--- config.mk ---
export PLATFORM = sky130hd
export DESIGN_NAME = regfile_dump_reader_flat
export DESIGN_NICKNAME = d
export VERILOG_FILES = /design/src/rtl/regfile_pkg.sv /design/src/rtl/regfile_dump_reader_if.sv /design/src/rtl/regfile_dump_reader.sv /design/src/flat_wrapper.sv
export SDC_FILE = /design/constraint.sdc
export NUM_CORES = 1
export LEC_CHECK = 0
export ABC_CLOCK_PERIOD_IN_PS = 2750
export CELL_PAD_IN_SITES_DETAIL_PLACEMENT = 1
export CELL_PAD_IN_SITES_GLOBAL_PLACEMENT = 1
export CORE_MARGIN = 4
export CORE_UTILIZATION = 46
export DETAILED_ROUTE_END_ITERATION = 10
export DONT_BUFFER_PORTS = 1
export PLACE_DENSITY_LB_ADDON = 0.1
export SYNTH_ARGS = -nofsm -noshare
export SYNTH_HDL_FRONTEND = slang
export SYNTH_SLANG_ARGS = --single-unit
--- constraint.sdc ---
create_clock -name clock -period 2.75 [get_ports clock]
set_clock_uncertainty 0.15 [all_clocks]
set_input_delay 0.4125 -clock clock [delete_from_list [all_inputs] [get_ports clock]]
set_output_delay 0.4125 -clock clock [all_outputs]
set_load 0.01 [all_outputs]
--- src/rtl/regfile_pkg.sv ---
// Shared constants and FSM state encoding for the register file dump reader.
package regfile_pkg;

  localparam int RF_DW = 32;
  localparam int RF_AW = 5;

  typedef enum logic [2:0] {
    IDLE    = 3'd0,
    FETCH   = 3'd1,
    SEND_LO = 3'd2,
    SEND_HI = 3'd3,
    DONE    = 3'd4
  } dump_state_t;

endpackage

--- src/rtl/regfile_dump_reader_if.sv ---
// Output beat stream of the dump reader.
// Handshake: a beat transfers on a rising clock edge where out_valid and out_ready
// are both high; once out_valid rises, out_data/out_index/out_last hold until that edge.
interface regfile_dump_reader_if #(
  parameter int DW = 32,
  parameter int AW = 5
);

  logic          out_valid;
  logic          out_ready;
  logic [DW-1:0] out_data;
  logic [AW-1:0] out_index;
  logic          out_last;

  modport master (
    output out_valid,
    output out_data,
    output out_index,
    output out_last,
    input  out_ready
  );

  modport slave (
    input  out_valid,
    input  out_data,
    input  out_index,
    input  out_last,
    output out_ready
  );

endinterface

--- src/rtl/regfile_dump_reader.sv ---
// Walks a register range two words at a time through the RF read ports and
// streams each value with its index; freezes RF writes while the dump runs.
module regfile_dump_reader
  import regfile_pkg::*;
#(
  parameter int DW = RF_DW,
  parameter int AW = RF_AW
) (
  input  logic                  clock,
  input  logic                  reset_n,
  input  logic                  start,
  input  logic [AW-1:0]         first_reg,
  input  logic [AW-1:0]         last_reg,
  output logic [AW-1:0]         Read1,
  output logic [AW-1:0]         Read2,
  input  logic [DW-1:0]         Data1,
  input  logic [DW-1:0]         Data2,
  regfile_dump_reader_if.master out_if,
  output logic                  freeze,
  output logic                  busy,
  output logic                  done,
  output dump_state_t           dbg_state
);

  dump_state_t   state_q, state_d;
  // One extra bit so that ptr+2 past the top register never wraps back to 0.
  logic [AW:0]   ptr_q, ptr_d;
  logic [AW-1:0] last_q, last_d;
  logic [DW-1:0] lo_q, lo_d;
  logic [DW-1:0] hi_q, hi_d;

  logic [AW:0]   ptr_p1;
  logic          lo_is_last;
  logic          hi_is_last;

  logic          valid_c;
  logic [DW-1:0] data_c;
  logic [AW-1:0] index_c;
  logic          last_c;

  assign ptr_p1     = ptr_q + (AW+1)'(1);
  assign lo_is_last = (ptr_q  == {1'b0, last_q});
  assign hi_is_last = (ptr_p1 == {1'b0, last_q});

  always_ff @(posedge clock or negedge reset_n) begin
    if (!reset_n) begin
      state_q <= IDLE;
      ptr_q   <= '0;
      last_q  <= '0;
      lo_q    <= '0;
      hi_q    <= '0;
    end else begin
      state_q <= state_d;
      ptr_q   <= ptr_d;
      last_q  <= last_d;
      lo_q    <= lo_d;
      hi_q    <= hi_d;
    end
  end

  always_comb begin
    state_d = state_q;
    ptr_d   = ptr_q;
    last_d  = last_q;
    lo_d    = lo_q;
    hi_d    = hi_q;
    Read1   = '0;
    Read2   = '0;
    valid_c = 1'b0;
    data_c  = '0;
    index_c = '0;
    last_c  = 1'b0;
    freeze  = 1'b0;
    busy    = 1'b0;
    done    = 1'b0;
    case (state_q)
      IDLE: begin
        if (start) begin
          ptr_d   = {1'b0, first_reg};
          last_d  = last_reg;
          state_d = (first_reg <= last_reg) ? FETCH : DONE;
        end
      end
      FETCH: begin
        busy    = 1'b1;
        freeze  = 1'b1;
        Read1   = ptr_q[AW-1:0];
        Read2   = ptr_p1[AW-1:0];
        lo_d    = Data1;
        hi_d    = Data2;
        state_d = SEND_LO;
      end
      SEND_LO: begin
        busy    = 1'b1;
        freeze  = 1'b1;
        valid_c = 1'b1;
        data_c  = lo_q;
        index_c = ptr_q[AW-1:0];
        last_c  = lo_is_last;
        if (out_if.out_ready) state_d = lo_is_last ? DONE : SEND_HI;
      end
      SEND_HI: begin
        busy    = 1'b1;
        freeze  = 1'b1;
        valid_c = 1'b1;
        data_c  = hi_q;
        index_c = ptr_p1[AW-1:0];
        last_c  = hi_is_last;
        if (out_if.out_ready) begin
          if (hi_is_last) begin
            state_d = DONE;
          end else begin
            ptr_d   = ptr_q + (AW+1)'(2);
            state_d = FETCH;
          end
        end
      end
      DONE: begin
        busy    = 1'b1;
        done    = 1'b1;
        state_d = IDLE;
      end
      default: state_d = IDLE;
    endcase
  end

  assign out_if.out_valid = valid_c;
  assign out_if.out_data  = data_c;
  assign out_if.out_index = index_c;
  assign out_if.out_last  = last_c;
  assign dbg_state        = state_q;

endmodule

--- src/flat_wrapper.sv ---
// flat-port wrapper written by rule: the top's interface ports become plain ports
module regfile_dump_reader_flat import regfile_pkg::*;
#(
  parameter int DW = RF_DW,
  parameter int AW = RF_AW
)
  (clock, reset_n, start, first_reg, last_reg, Read1, Read2, Data1, Data2, freeze, busy, done, dbg_state, out_if_out_valid, out_if_out_data, out_if_out_index, out_if_out_last, out_if_out_ready);
  regfile_dump_reader_if #(.DW(DW), .AW(AW)) out_if_i ();
  input  logic clock;
  input  logic reset_n;
  input  logic start;
  input  logic [AW-1:0] first_reg;
  input  logic [AW-1:0] last_reg;
  output logic [AW-1:0] Read1;
  output logic [AW-1:0] Read2;
  input  logic [DW-1:0] Data1;
  input  logic [DW-1:0] Data2;
  output logic freeze;
  output logic busy;
  output logic done;
  output dump_state_t dbg_state;
  output wire logic [$bits(out_if_i.out_valid)-1:0] out_if_out_valid;
  output wire logic [$bits(out_if_i.out_data)-1:0] out_if_out_data;
  output wire logic [$bits(out_if_i.out_index)-1:0] out_if_out_index;
  output wire logic [$bits(out_if_i.out_last)-1:0] out_if_out_last;
  input wire logic [$bits(out_if_i.out_ready)-1:0] out_if_out_ready;
  assign out_if_out_valid = out_if_i.out_valid;
  assign out_if_out_data = out_if_i.out_data;
  assign out_if_out_index = out_if_i.out_index;
  assign out_if_out_last = out_if_i.out_last;
  assign out_if_i.out_ready = out_if_out_ready;
  regfile_dump_reader #(.DW(DW), .AW(AW)) u_core (.clock(clock), .reset_n(reset_n), .start(start), .first_reg(first_reg), .last_reg(last_reg), .Read1(Read1), .Read2(Read2), .Data1(Data1), .Data2(Data2), .out_if(out_if_i), .freeze(freeze), .busy(busy), .done(done), .dbg_state(dbg_state));
endmodule
* Yosys cells after proc, flatten, opt, wreduce, memory -nomap -nowiden
Index checks and enable logic that the tools add are counted.
Word-level totals: bits in registers 78, bits of input ports 78, output and inout bits 55, word-level logic and storage cells 46
Operators by class: add/subtract/negate cells 2, $lt $le $gt $ge 1, equality and inequality tests 10, multiplexer cells 20, reductions and logical operators 8
Operators with widths (count):
- $pmux 32 s2 | 1
- $mux 3 | 6
- $mux 6 | 3
- $eq 6x5->1 | 2
- $pmux 3 s4 | 1
- $pmux 6 s2 | 1
- $mux 5 | 2
- $pmux 5 s2 | 1
- $ne 2x2->1 const B | 4
- $add 6x1->6 const B | 1
- $add 6x2->6 const B | 1
- $eq 3x2->1 const B | 2
- $le 5x5->1 | 1
- $mux 1 | 4
- $reduce_and 4->1 | 1
- $reduce_or 4->1 | 1
- $eq 3x1->1 const B | 1
- $eq 3x3->1 const B | 1
- $logic_not 3->1 | 1
- $reduce_and 3->1 | 1
- $reduce_or 3->1 | 1
- $pmux 1 s2 | 1
- $reduce_and 2->1 | 1
- $reduce_bool 2->1 | 1
- $reduce_or 2->1 | 1

* Logic depth before layout (Yosys ltp)
Gate-level depths: netlist of run 1.
depth after elaboration 5, mapped depth 8, depth with buffers taken out 8

* Least setup slack after synthesis of run 1
OpenSTA, ideal clock, no wires.
kind register -> output, start register u_core.ptr_q[1], end output out_if_out_last, data arrival time 1808 ps, required time 2188 ps, setup slack 379 ps, stages on the path, launching flop included 9, path buffers 1, path through dfrtp_1 ha_1 buf_2 a21bo_1 a31o_1 o21ai_2 nand4_4 mux2_2 nor2_1
Between the ends: word-level cells in the longest chain between the ends 3, elaborated cells on any way between the ends 4, classes of those cells 1 x add/sub; 2 x eq/ne; 1 x mux
Ends and longest elaborated chain:
- start, declared | line regfile_dump_reader.sv:27 | logic [AW:0] ptr_q, ptr_d;
- start signal, assigned | line regfile_dump_reader.sv:54 | ptr_q <= ptr_d;
- $add 6x1->6 | line regfile_dump_reader.sv:41 | assign ptr_p1 = ptr_q + (AW+1)'(1);
- $eq 6x5->1 | line regfile_dump_reader.sv:43 | assign hi_is_last = (ptr_p1 == {1'b0, last_q});
- $pmux 1 s2 * | line regfile_dump_reader.sv:76 | case (state_q)
- end, declared | line flat_wrapper.sv:25 | output wire logic [$bits(out_if_i.out_last)-1:0] out_if_out_last;
Mark *: on every way between the ends. The rest lies on a longest branch, timed or not.

* Final worst setup path of run 1
Ends and elaborated chain as after synthesis.

==> impl_metrics.tcl, run 1 <==
set metrics [dict create \
    status "finished, final reports clean" \
    vdd.ir_drop.worst_mv 0.5058 \
    fin_nets 593 \
    core_sq_um 8806 \
    synth_seq_area_share_pct 46.47 \
    viasPerCell 5.366 \
    powerDensity_nw_per_um2 1289 \
    slowest_delay_ns 0.45 \
    drcViolationCount 0 \
    synth_top_area_cell "dfrtp_1" \
    vias 3327 \
    yosys.cell_types.count 46 \
    critical_path.top_delay_family "compound AO/OA/AOI/OAI gates" \
    fmax_mhz 375.0 \
    ant_nets 0 \
    netlist_top_cells_area "dfrtp_1 46%, nand2_1 18%, mux2i_1 8.1%" \
    slew_headroom_pct 67.48 \
    numCtsBuffers 9 \
    async_flop_share_pct 100.0 \
    insertion_delay_ns 0.35 \
    maxSlewViolCount 0 \
    end_kind "primary output" \
    crit_slowest_cell "dfrtp_2" \
    syn_avg_cell_area_sq_um 8.252 \
    synth_most_common_cell "nand2_1" \
    p_leak_nw 2.290 \
    syn_area_sq_um 4200 \
    area_growth_pct 9.413 \
    fin_cells 620 \
    totalWireLength_microns 11190 \
    dieArea_sq_um 10720 \
    fin_hold_ws_ns 0.01629 \
    synth_cells 509 \
    ys_warn_count 0 \
    path_cells "ha_4, a21bo_1, a31o_1, o21ai_2, nand4_4, mux2_2, nor2_4" \
    antenna_found_initial 0 \
    fp.dieH_microns 103.6 \
    clock_sinks 78 \
    grt_pass1_wl_microns 18640 \
    nFillCells 1075 \
    synth_enable_flop_cells 0 \
    worst_pin_slew_ns 0.4878 \
    setup_viol 0 \
    synth-main-ff-cell "dfrtp_1" \
    htree_levels 3 \
    grt.overflow.total 0 \
    die_w_microns 103.6 \
    fp-row-count 34 \
    cp_max_fo 9 \
    grt_start_max_net_pins 79 \
    cts_tree "built" \
    critPathArrivalTime_ns 2.10 \
    io_pins 133 \
    final_cell_area_sq_um 4596 \
    hold_viol 0 \
    place_area_sq_um 4328 \
    gr-usage-all-layers_pct 21.17 \
    grt_pass1_vias 3650 \
    hold_class "in2reg" \
    startpoint_type "flip-flop" \
    drive_above_1_share_pct 10.16 \
    place_congestion 0.8135 \
    synth_top_area_share_pct 46.47 \
    dp_hpwl_microns 7923 \
    routedWlPerCell_microns 18.05 \
    post-route-min-period_ns 2.667 \
    dr.pass1.iters 5 \
    period_share_pct 96.98 \
    clockRootBuffer "clkbuf_8" \
    clk_pin_slew_ns 0.09 \
    crit_required_ns 2.19 \
    start_util_pct 47.70 \
    cts_setup_buffers 0 \
    ys_ff_latch 78 \
    synthTopCellsByCount "205 x nand2_1, 78 x dfrtp_1, 50 x nor2_1, 34 x mux2i_1, 22 x clkbuf_1" \
    dp.cells 600 \
    worst-setup-path-type "reg2out" \
    n_antenna_cell 0 \
    syn-num-nets 594 \
    maxCapViolations 0 \
    io_buffers 0 \
    final_util_pct 52.19 \
    drt_iter0_drc 101 \
    clockBufferDepth 2 \
    crit_buf_inv 0 \
    finalSetupTns_ns 0 \
]
-- cells in the final DEF (no fill, tap or decap), drive strengths merged, types with 2 or more instances in the layout --
| cell | n |
|---|---|
| clkbuf | 10 |
| clkinvlp | 2 |
| and4b | 2 |
| o31ai | 2 |
| nand2 | 205 |
| dfrtp | 78 |
| nand4 | 3 |
| mux2i | 34 |
| o21a | 2 |
| ha | 7 |
| mux2 | 7 |
| xnor2 | 6 |
| or3 | 3 |
| nand3 | 10 |
| nor2b | 2 |
| nor2 | 50 |
| o21ai | 7 |
| nor3 | 7 |
| inv | 10 |
| a211oi | 2 |
| buf | 18 |
| o211ai | 2 |
| clkinv | 3 |
| dlygate4sd3 | 4 |
| and3 | 2 |
| a21oi | 6 |
| and2 | 8 |
| xor2 | 7 |
-- cells by family after synthesis --
group / after synthesis / synth area share (%)
mux: 41 / 10.07
flops: 78 / 46.47
simple gates: 297 / 29.37
fa+ha+maj: 7 / 2.085
compound gates: 29 / 4.915
buf+inv: 44 / 4.379
xor+xnor: 13 / 2.711
-- area by class of cell --
cell class                 instances  area, sq um  share of cell area, %
multi-input combinational        387         2102                  45.74
clock buffer                      10        137.6                  2.995
sequential                        78         1954                  42.53
timing repair buffer              22        195.2                  4.247
tap                              108        135.1                  2.940
clock inverter                     5        33.78                 0.7351
inverter                          10        37.54                 0.8168
-- path summary, 6_finish.rpt --
path                       cells after the start                         from                               to  slack [ns]
hold reg to reg                                2   u_core.hi_q[8]$_DFFE_PN0P_       u_core.hi_q[8]$_DFFE_PN0P_        0.33
max in group asynchronous                      2                      reset_n  u_core.dbg_state[0]$_DFFE_PN0P_        1.60
min in group asynchronous                      2                      reset_n     u_core.last_q[3]$_DFFE_PN0P_        0.49
setup reg to reg                               8  u_core.ptr_q[1]$_DFFE_PN0P_      u_core.ptr_q[2]$_DFFE_PN0P_        0.40
hold / removal                                 2                    Data1[23]      u_core.lo_q[23]$_DFFE_PN0P_        0.02
setup / recovery                               7  u_core.ptr_q[1]$_DFFE_PN0P_                  out_if_out_last        0.08
-- worst reg2reg max path, stage by stage, from the launching register on --
cell,delay (ns)
dfrtp_2,0.45
ha_2,0.23
nand2_1,0.10
nor2_1,0.04
a2111o_1,0.43
nand4_4,0.12
buf_4,0.16
o21a_1,0.24
mux2_4,0.32
-- through the flow --
step / total power [W] / setup slack, ns
after floorplan: 0.004384 / 0.3793
after global placement: 0.004989 / 0.2973
after detailed placement: 0.005133 / 0.2552
after CTS: 0.005966 / 0.01014
after global routing: 0.006464 / -0.002695
final: 0.005925 / 0.08299
-- routing by layer --
layer / track usage [%] / routed length (microns) / vias up
li1: - / - / 1626
met5: 0 / 0 / -
met1: 26.78 / 5051 / 1605
met3: 6.343 / 650 / 7
met2: 36.03 / 5409 / 89
met4: 4.558 / 80 / 0
-- flip-flops by register name, indices dropped and copies added, names as in the netlist --
register,cells
u_core.last_q,5
u_core.lo_q,32
u_core.dbg_state,3
u_core.ptr_q,6
u_core.hi_q,32
-- power breakdown --
group	internal [W]	switching, W	leakage (nW)	total [W]
Combinational	0.00110	0.00193	1.25	0.00304
Sequential	0.00172	0.000391	0.953	0.00211
Clock	0.000348	0.000433	0.0845	0.000781
Total	0.00317	0.00276	2.29	0.00592
-- repair_timing --
| action | in CTS | in global routing |
|---|---|---|
| endpoints found under the hold margin | 80 | 1 |
| hold buffers | 4 | 1 |
| setup endpoints to repair | 1 | 1 |
| gates resized for setup | 2 | 5 |
(Power assumes the default switching activity.)
==> run 2: changes to the inputs <==
--- a/config.mk
+++ b/config.mk
@@ -13,6 +13,8 @@
 export DETAILED_ROUTE_END_ITERATION = 10
 export DONT_BUFFER_PORTS = 1
 export PLACE_DENSITY_LB_ADDON = 0.1
+export SETUP_SLACK_MARGIN = 0.2
+export SLEW_MARGIN = 20
 export SYNTH_ARGS = -nofsm -noshare
 export SYNTH_HDL_FRONTEND = slang
 export SYNTH_SLANG_ARGS = --single-unit
==> run 2 against run 1 <==
  * Hold slack worse by 0.0018 ns
  * Combinational power hardly changed
  * Fmax is 0.52% lower
  * Flip-flop and latch count stayed put
  * Die area stayed put
  * Final area is 0.46% higher
  * First-iteration DRC count is 12% higher
  * Register-to-register slack hardly changed
  * Clock power hardly changed
  * Non-clock buffer count is 1 higher
  * Clock-buffer cell count stayed put
  * Critical endpoint unchanged
  * Largest cell class unchanged
==> impl_metrics.tcl, run 2 (same netlist as run 1, synthesis figures left out) <==
set metrics [dict create \
    clock_sinks 78 \
    die_w_microns 103.6 \
    clockRootBuffer "clkbuf_8" \
    fin_nets 594 \
    crit_required_ns 2.19 \
    clk_pin_slew_ns 0.09 \
    slowest_delay_ns 0.45 \
    cp_max_fo 7 \
    clockBufferDepth 2 \
    vias 3333 \
    total_power_w 0.005950 \
    place_area_sq_um 4328 \
    worst-setup-path-type "reg2out" \
    dr.pass1.iters 4 \
    area_growth_pct 9.920 \
    period_share_pct 97.49 \
    maxCapViolations 0 \
    io_buffers 0 \
    layout_commonest_cell "nand2_1" \
    fmax_mhz 373.0 \
    grt_pass1_vias 3652 \
    holdPathEnd "u_core.lo_q[23]$_DFFE_PN0P_" \
    start_util_pct 47.70 \
    fin_cells 621 \
    whs_path_depth 2 \
    final_cell_area_sq_um 4617 \
    end_kind "primary output" \
    worstReg2RegEnd "u_core.ptr_q[2]$_DFFE_PN0P_" \
    nFillCells 1068 \
    antenna_found_initial 0 \
    p_leak_nw 2.304 \
    n_antenna_cell 0 \
    dp.cells 600 \
    numCtsBuffers 9 \
    totalWireLength_microns 11210 \
    htree_levels 3 \
    viasPerCell 5.367 \
    regToRegSetupSlack_ns 0.40 \
    worstHoldStart "Data1[23]" \
    path_cells "ha_4, a21bo_1, a31o_1, o21ai_2, nand4_4, mux2_4, nor2_4" \
    vdd.ir_drop.worst_mv 0.4526 \
    top_regs "u_core.hi_q: 32 flops, u_core.lo_q: 32 flops, u_core.ptr_q: 6 flops" \
    status "finished, final reports clean" \
    fp.dieH_microns 103.6 \
    place_congestion 0.8135 \
    ant_nets 0 \
    crit_slowest_cell "dfrtp_2" \
    worst_pin_slew_ns 0.4882 \
    drcViolationCount 0 \
    fp-row-count 34 \
    dp_hpwl_microns 7923 \
    hold_class "in2reg" \
    critPathArrivalTime_ns 2.12 \
    insertion_delay_ns 0.35 \
    grt_start_max_net_pins 79 \
    r2r_start "u_core.ptr_q[1]$_DFFE_PN0P_" \
    final_cell_mix "205 x nand2_1, 75 x dfrtp_1, 49 x nor2_1" \
    grt_pass1_wl_microns 18670 \
    gr-usage-all-layers_pct 21.24 \
    post-route-min-period_ns 2.681 \
    rsz0062_at_grt "yes" \
    fin_hold_ws_ns 0.01451 \
    startpoint_type "flip-flop" \
    grt.overflow.total 0 \
    dieArea_sq_um 10720 \
    reg2regPathDepth 8 \
    core_sq_um 8806 \
    slew_headroom_pct 67.45 \
    powerDensity_nw_per_um2 1289 \
    drt_iter0_drc 113 \
    routedWlPerCell_microns 18.05 \
    io_pins 133 \
    drive_above_1_share_pct 10.53 \
    maxSlewViolCount 0 \
    setup_viol 0 \
    cts_tree "built" \
    hold_viol 0 \
]
[run 2: cell types whose count changed in the layout (fill, tap and decap cells not counted), sizes merged]
| cell | before | now |
|---|---|---|
| buf | 18 | 19 |
[run 2: worst max path at each step]
stage | startpoint | endpoint | slack [ns] | cells after the start
detailed placement | u_core.ptr_q[1]$_DFFE_PN0P_ | out_if_out_last | 0.26 | 7
CTS | u_core.ptr_q[1]$_DFFE_PN0P_ | out_if_out_last | 0.08 | 7
finish | u_core.ptr_q[1]$_DFFE_PN0P_ | out_if_out_last | 0.07 | 7
floorplan | u_core.ptr_q[1]$_DFFE_PN0P_ | out_if_out_last | 0.38 | 8
global route | u_core.ptr_q[1]$_DFFE_PN0P_ | out_if_out_last | -0.009 | 7
global placement | u_core.ptr_q[1]$_DFFE_PN0P_ | out_if_out_last | 0.30 | 7
[run 2: critical path, delay by kind of cell (launching register included)]
kind | cells | cell delay, ns
AO/OA/AOI/OAI | 3 | 0.59
adder cells (fa/ha/maj) | 1 | 0.19
flip-flops | 1 | 0.45
multiplexers | 1 | 0.31
AND/OR/NAND/NOR | 2 | 0.24
[run 2: layout make-up]
type	instances	area (sq um)	share of cell area [%]
Inverter	10	37.54	0.8130
Tap cell	108	135.1	2.927
Multi-Input combinational cell	387	2115	45.80
Sequential cell	78	1956	42.36
Clock inverter	5	33.78	0.7317
Timing Repair Buffer	23	202.7	4.390
Clock buffer	10	137.6	2.981
[run 2: metrics by stage]
step / util [%] / worst slack, ns / TNS [ns]
6_report: 52.43 / 0.06908 / 0
2_1_floorplan: - / 0.3793 / 0
4_1_cts: 52.07 / 0.07817 / 0
3_5_place_dp: 49.15 / 0.2552 / 0
3_3_place_gp: 49.15 / 0.2973 / 0
5_1_grt: 52.43 / -0.008804 / -0.008804
[run 2: where the power goes]
part / leakage [nW] / switching [W] / total (W) / internal [W]
registers: 0.952 / 0.000395 / 0.00211 / 0.00172
logic: 1.27 / 0.00194 / 0.00306 / 0.00112
clock network: 0.0845 / 0.000432 / 0.000779 / 0.000348
total: 2.30 / 0.00276 / 0.00595 / 0.00319
[run 2: per-layer routing]
metal	up-vias	part of all wire [%]	global-route usage [%]
met1	1602	45	26.90
met5	-	0	0
met4	0	0.70	4.558
li1	1631	-	-
met2	94	48	36.17
met3	6	6.1	6.281
[run 2: repair_timing]
item / 4_1_cts / 5_1_grt
hold buffers: 4 / 1
gates resized for setup: 8 / 3
buffers inserted: 0 / 1
pin swaps: 0 / 2
endpoints found under the setup margin: 7 / 25
hold endpoints to repair: 80 / 1
==> run 3: changes to the inputs <==
--- a/config.mk
+++ b/config.mk
@@ -5,13 +5,13 @@
 export SDC_FILE = /design/constraint.sdc
 export NUM_CORES = 1
 export LEC_CHECK = 0
-export ABC_CLOCK_PERIOD_IN_PS = 2750
+export ABC_CLOCK_PERIOD_IN_PS = 2190
+export BUFFER_PORTS_ARGS = -buffer_cell sky130_fd_sc_hd__buf_2
 export CELL_PAD_IN_SITES_DETAIL_PLACEMENT = 1
 export CELL_PAD_IN_SITES_GLOBAL_PLACEMENT = 1
 export CORE_MARGIN = 4
-export CORE_UTILIZATION = 46
+export CORE_UTILIZATION = 33
 export DETAILED_ROUTE_END_ITERATION = 10
-export DONT_BUFFER_PORTS = 1
 export PLACE_DENSITY_LB_ADDON = 0.1
 export SETUP_SLACK_MARGIN = 0.2
 export SLEW_MARGIN = 20
==> constraint.sdc (replaced) <==
create_clock -name clock -period 2.19 [get_ports clock]
set_clock_uncertainty 0.15 [all_clocks]
set_input_delay 0.3285 -clock clock [delete_from_list [all_inputs] [get_ports clock]]
set_output_delay 0.3285 -clock clock [all_outputs]
set_load 0.01 [all_outputs]
==> run 3 against run 2 <==
  * The flow now finishes with violations (negative setup slack)
  * Hold slack gained 0.0085 ns
  * Clock power grew 100%
  * Critical path type unchanged
  * Global-route usage shrank 0.20 points
  * Utilization grew 0.47 points
  * Sequential share of layout area shrank 12 points
  * First-iteration DRC count grew 49%
  * Sequential power grew 30%
  * Non-clock buffer count grew 179
  * Worst setup slack lost 0.52 ns
  * Clock-buffer cell count grew 2
  * Final area grew 40%
  * Largest cell class unchanged
==> impl_metrics.tcl, run 3 (same netlist as run 1, synthesis figures left out) <==
set metrics [dict create \
    final_cell_mix "204 x nand2_1, 125 x buf_2, 74 x dfrtp_1" \
    htree_levels 3 \
    dp.cells 813 \
    gr-usage-all-layers_pct 21.04 \
    regToRegSetupSlack_ns -0.40 \
    final.setup.worst_slack_ns -0.4506 \
    cts_tree "built" \
    fmax_mhz 378.7 \
    cp-endpoint "out_if_out_last" \
    worst-setup-path-type "reg2out" \
    start_util_pct 34.40 \
    seqPwrFrac_pct 25.3 \
    status "finished with violations" \
    drcViolationCount 0 \
    multi_input_area_sq_um 2457 \
    r2r_start "u_core.ptr_q[1]$_DFFE_PN0P_" \
    reg2regPathDepth 11 \
    regArea_sq_um 1957 \
    p_comb_share_pct 60.1 \
    ant_nets 0 \
    slew_headroom_pct 65.20 \
    numCtsBuffers 9 \
    cp_max_fo 4 \
    hold_class "in2reg" \
    worstReg2RegEnd "u_core.ptr_q[2]$_DFFE_PN0P_" \
    fin_hold_ws_ns 0.02298 \
    clk_pin_slew_ns 0.06 \
    startpoint_type "flip-flop" \
    p_leak_nw 3.311 \
    maxSlewViolCount 0 \
    dpl_worst_slack_ns -0.1035 \
    n_antenna_cell 0 \
    switching_share_pct 41.53 \
    viasPerCell 4.865 \
    vias 4179 \
    rsz0062_at_grt "yes" \
    grt_pass1_wl_microns 23950 \
    drive_above_1_share_pct 41.24 \
    critPathArrivalTime_ns 2.16 \
    core_sq_um 12210 \
    drt_iter0_drc 168 \
    place_congestion 0.8294 \
    period_share_pct 120.6 \
    end_kind "primary output" \
    dr.pass1.iters 4 \
    antenna_found_initial 0 \
    fp-row-count 40 \
    finalSetupTns_ns -2.567 \
    io_pins 133 \
    crit_required_ns 1.71 \
    area_growth_pct 53.80 \
    fin_nets 773 \
    worst_pin_slew_ns 0.5201 \
    clock_power_share_pct 14.5 \
    dieArea_sq_um 14600 \
    intPower_w 0.006356 \
    fin_cells 859 \
    maxCapViolations 0 \
    powerDensity_nw_per_um2 1683 \
    grt_pass1_vias 4609 \
    fp.dieH_microns 120.8 \
    switchingPower_w 0.004515 \
    clock_sinks 78 \
    top_regs "u_core.hi_q: 32 flops, u_core.lo_q: 32 flops, u_core.ptr_q: 6 flops" \
    insertion_delay_ns 0.34 \
    hold_viol 0 \
    totalWireLength_microns 15020 \
    setup_viol 11 \
    dp_hpwl_microns 9665 \
    layout_commonest_cell "nand2_1" \
    vdd.ir_drop.worst_mv 0.5434 \
    startpoint "u_core.ptr_q[1]$_DFFE_PN0P_" \
    nFillCells 1477 \
    grt.overflow.total 0 \
    clockBufferDepth 2 \
    violations "negative setup slack" \
    die_w_microns 120.8 \
    grt_start_max_net_pins 54 \
    routedWlPerCell_microns 17.49 \
    io_buffers 132 \
    clockRootBuffer "clkbuf_16" \
    post-route-min-period_ns 2.641 \
]
[run 3: cell type report]
cell class | count | share of cell area [%]
inverter | 10 | 0.6198
sequential | 78 | 30.29
clock buffer | 12 | 3.661
timing repair buffer | 202 | 23.20
tap | 168 | 3.254
clock inverter | 2 | 0.9297
multi-input combinational | 387 | 38.04
[run 3: critical path, cell delays in order (launching register included)]
cell and delay (ns):
dfrtp_2 0.47, ha_4 0.20, a21bo_1 0.19, a31o_1 0.19
o21ai_2 0.16, nand4_4 0.11, mux2_4 0.31, nor2_4 0.08
buf_6 0.10
[run 3: worst min path at each step]
| stage | from | to | slack [ns] | cells past startpoint |
|---|---|---|---|---|
| after CTS | Data2[25] | u_core.hi_q[25]$_DFFE_PN0P_ | 0.01 | 3 |
| after detailed placement | reset_n | u_core.hi_q[22]$_DFFE_PN0P_ | 0.06 | 1 |
| after global placement | reset_n | u_core.hi_q[22]$_DFFE_PN0P_ | 0.06 | 1 |
| after floorplan | reset_n | u_core.dbg_state[0]$_DFFE_PN0P_ | -0.12 | 0 |
| final | Data2[25] | u_core.hi_q[25]$_DFFE_PN0P_ | 0.02 | 3 |
| after global routing | Data1[31] | u_core.lo_q[31]$_DFFE_PN0P_ | 0.02 | 3 |
[run 3: power by group through the flow]
stage	Combinational [W]	Clock [W]	Sequential (W)
floorplan	0.00307	0	0.00248
global placement	0.00471	0	0.00258
detailed placement	0.00480	0	0.00262
CTS	0.00597	0.00162	0.00264
global route	0.00715	0.00168	0.00284
finish	0.00654	0.00158	0.00275
[run 3: stage by stage]
stage | area, sq um | utilization [%] | power (W)
final | 6460 | 52.90 | 0.01087
after global routing | 6460 | 52.90 | 0.01166
after CTS | 6142 | 50.30 | 0.01022
after detailed placement | 5270 | 43.16 | 0.007423
after global placement | 5270 | 43.16 | 0.007290
after floorplan | 4229 | - | 0.005553
[run 3: layer usage]
metal	up-vias	part of all wire (%)	global-route usage (%)	wire length, microns
li1	1999	-	-	-
met1	2040	44	26.21	6583
met2	110	49	35.26	7387
met3	30	4.5	4.630	679
met4	0	2.5	8.569	372
met5	-	0	0	0
[run 3: repair_timing]
item                       CTS  global route
cloned                       3             1
buffers inserted            20             7
setup endpoints to repair   57            64
hold endpoints to repair    45             0
pin swaps                   45            35
resized for setup           79            49
hold buffers                 1             0
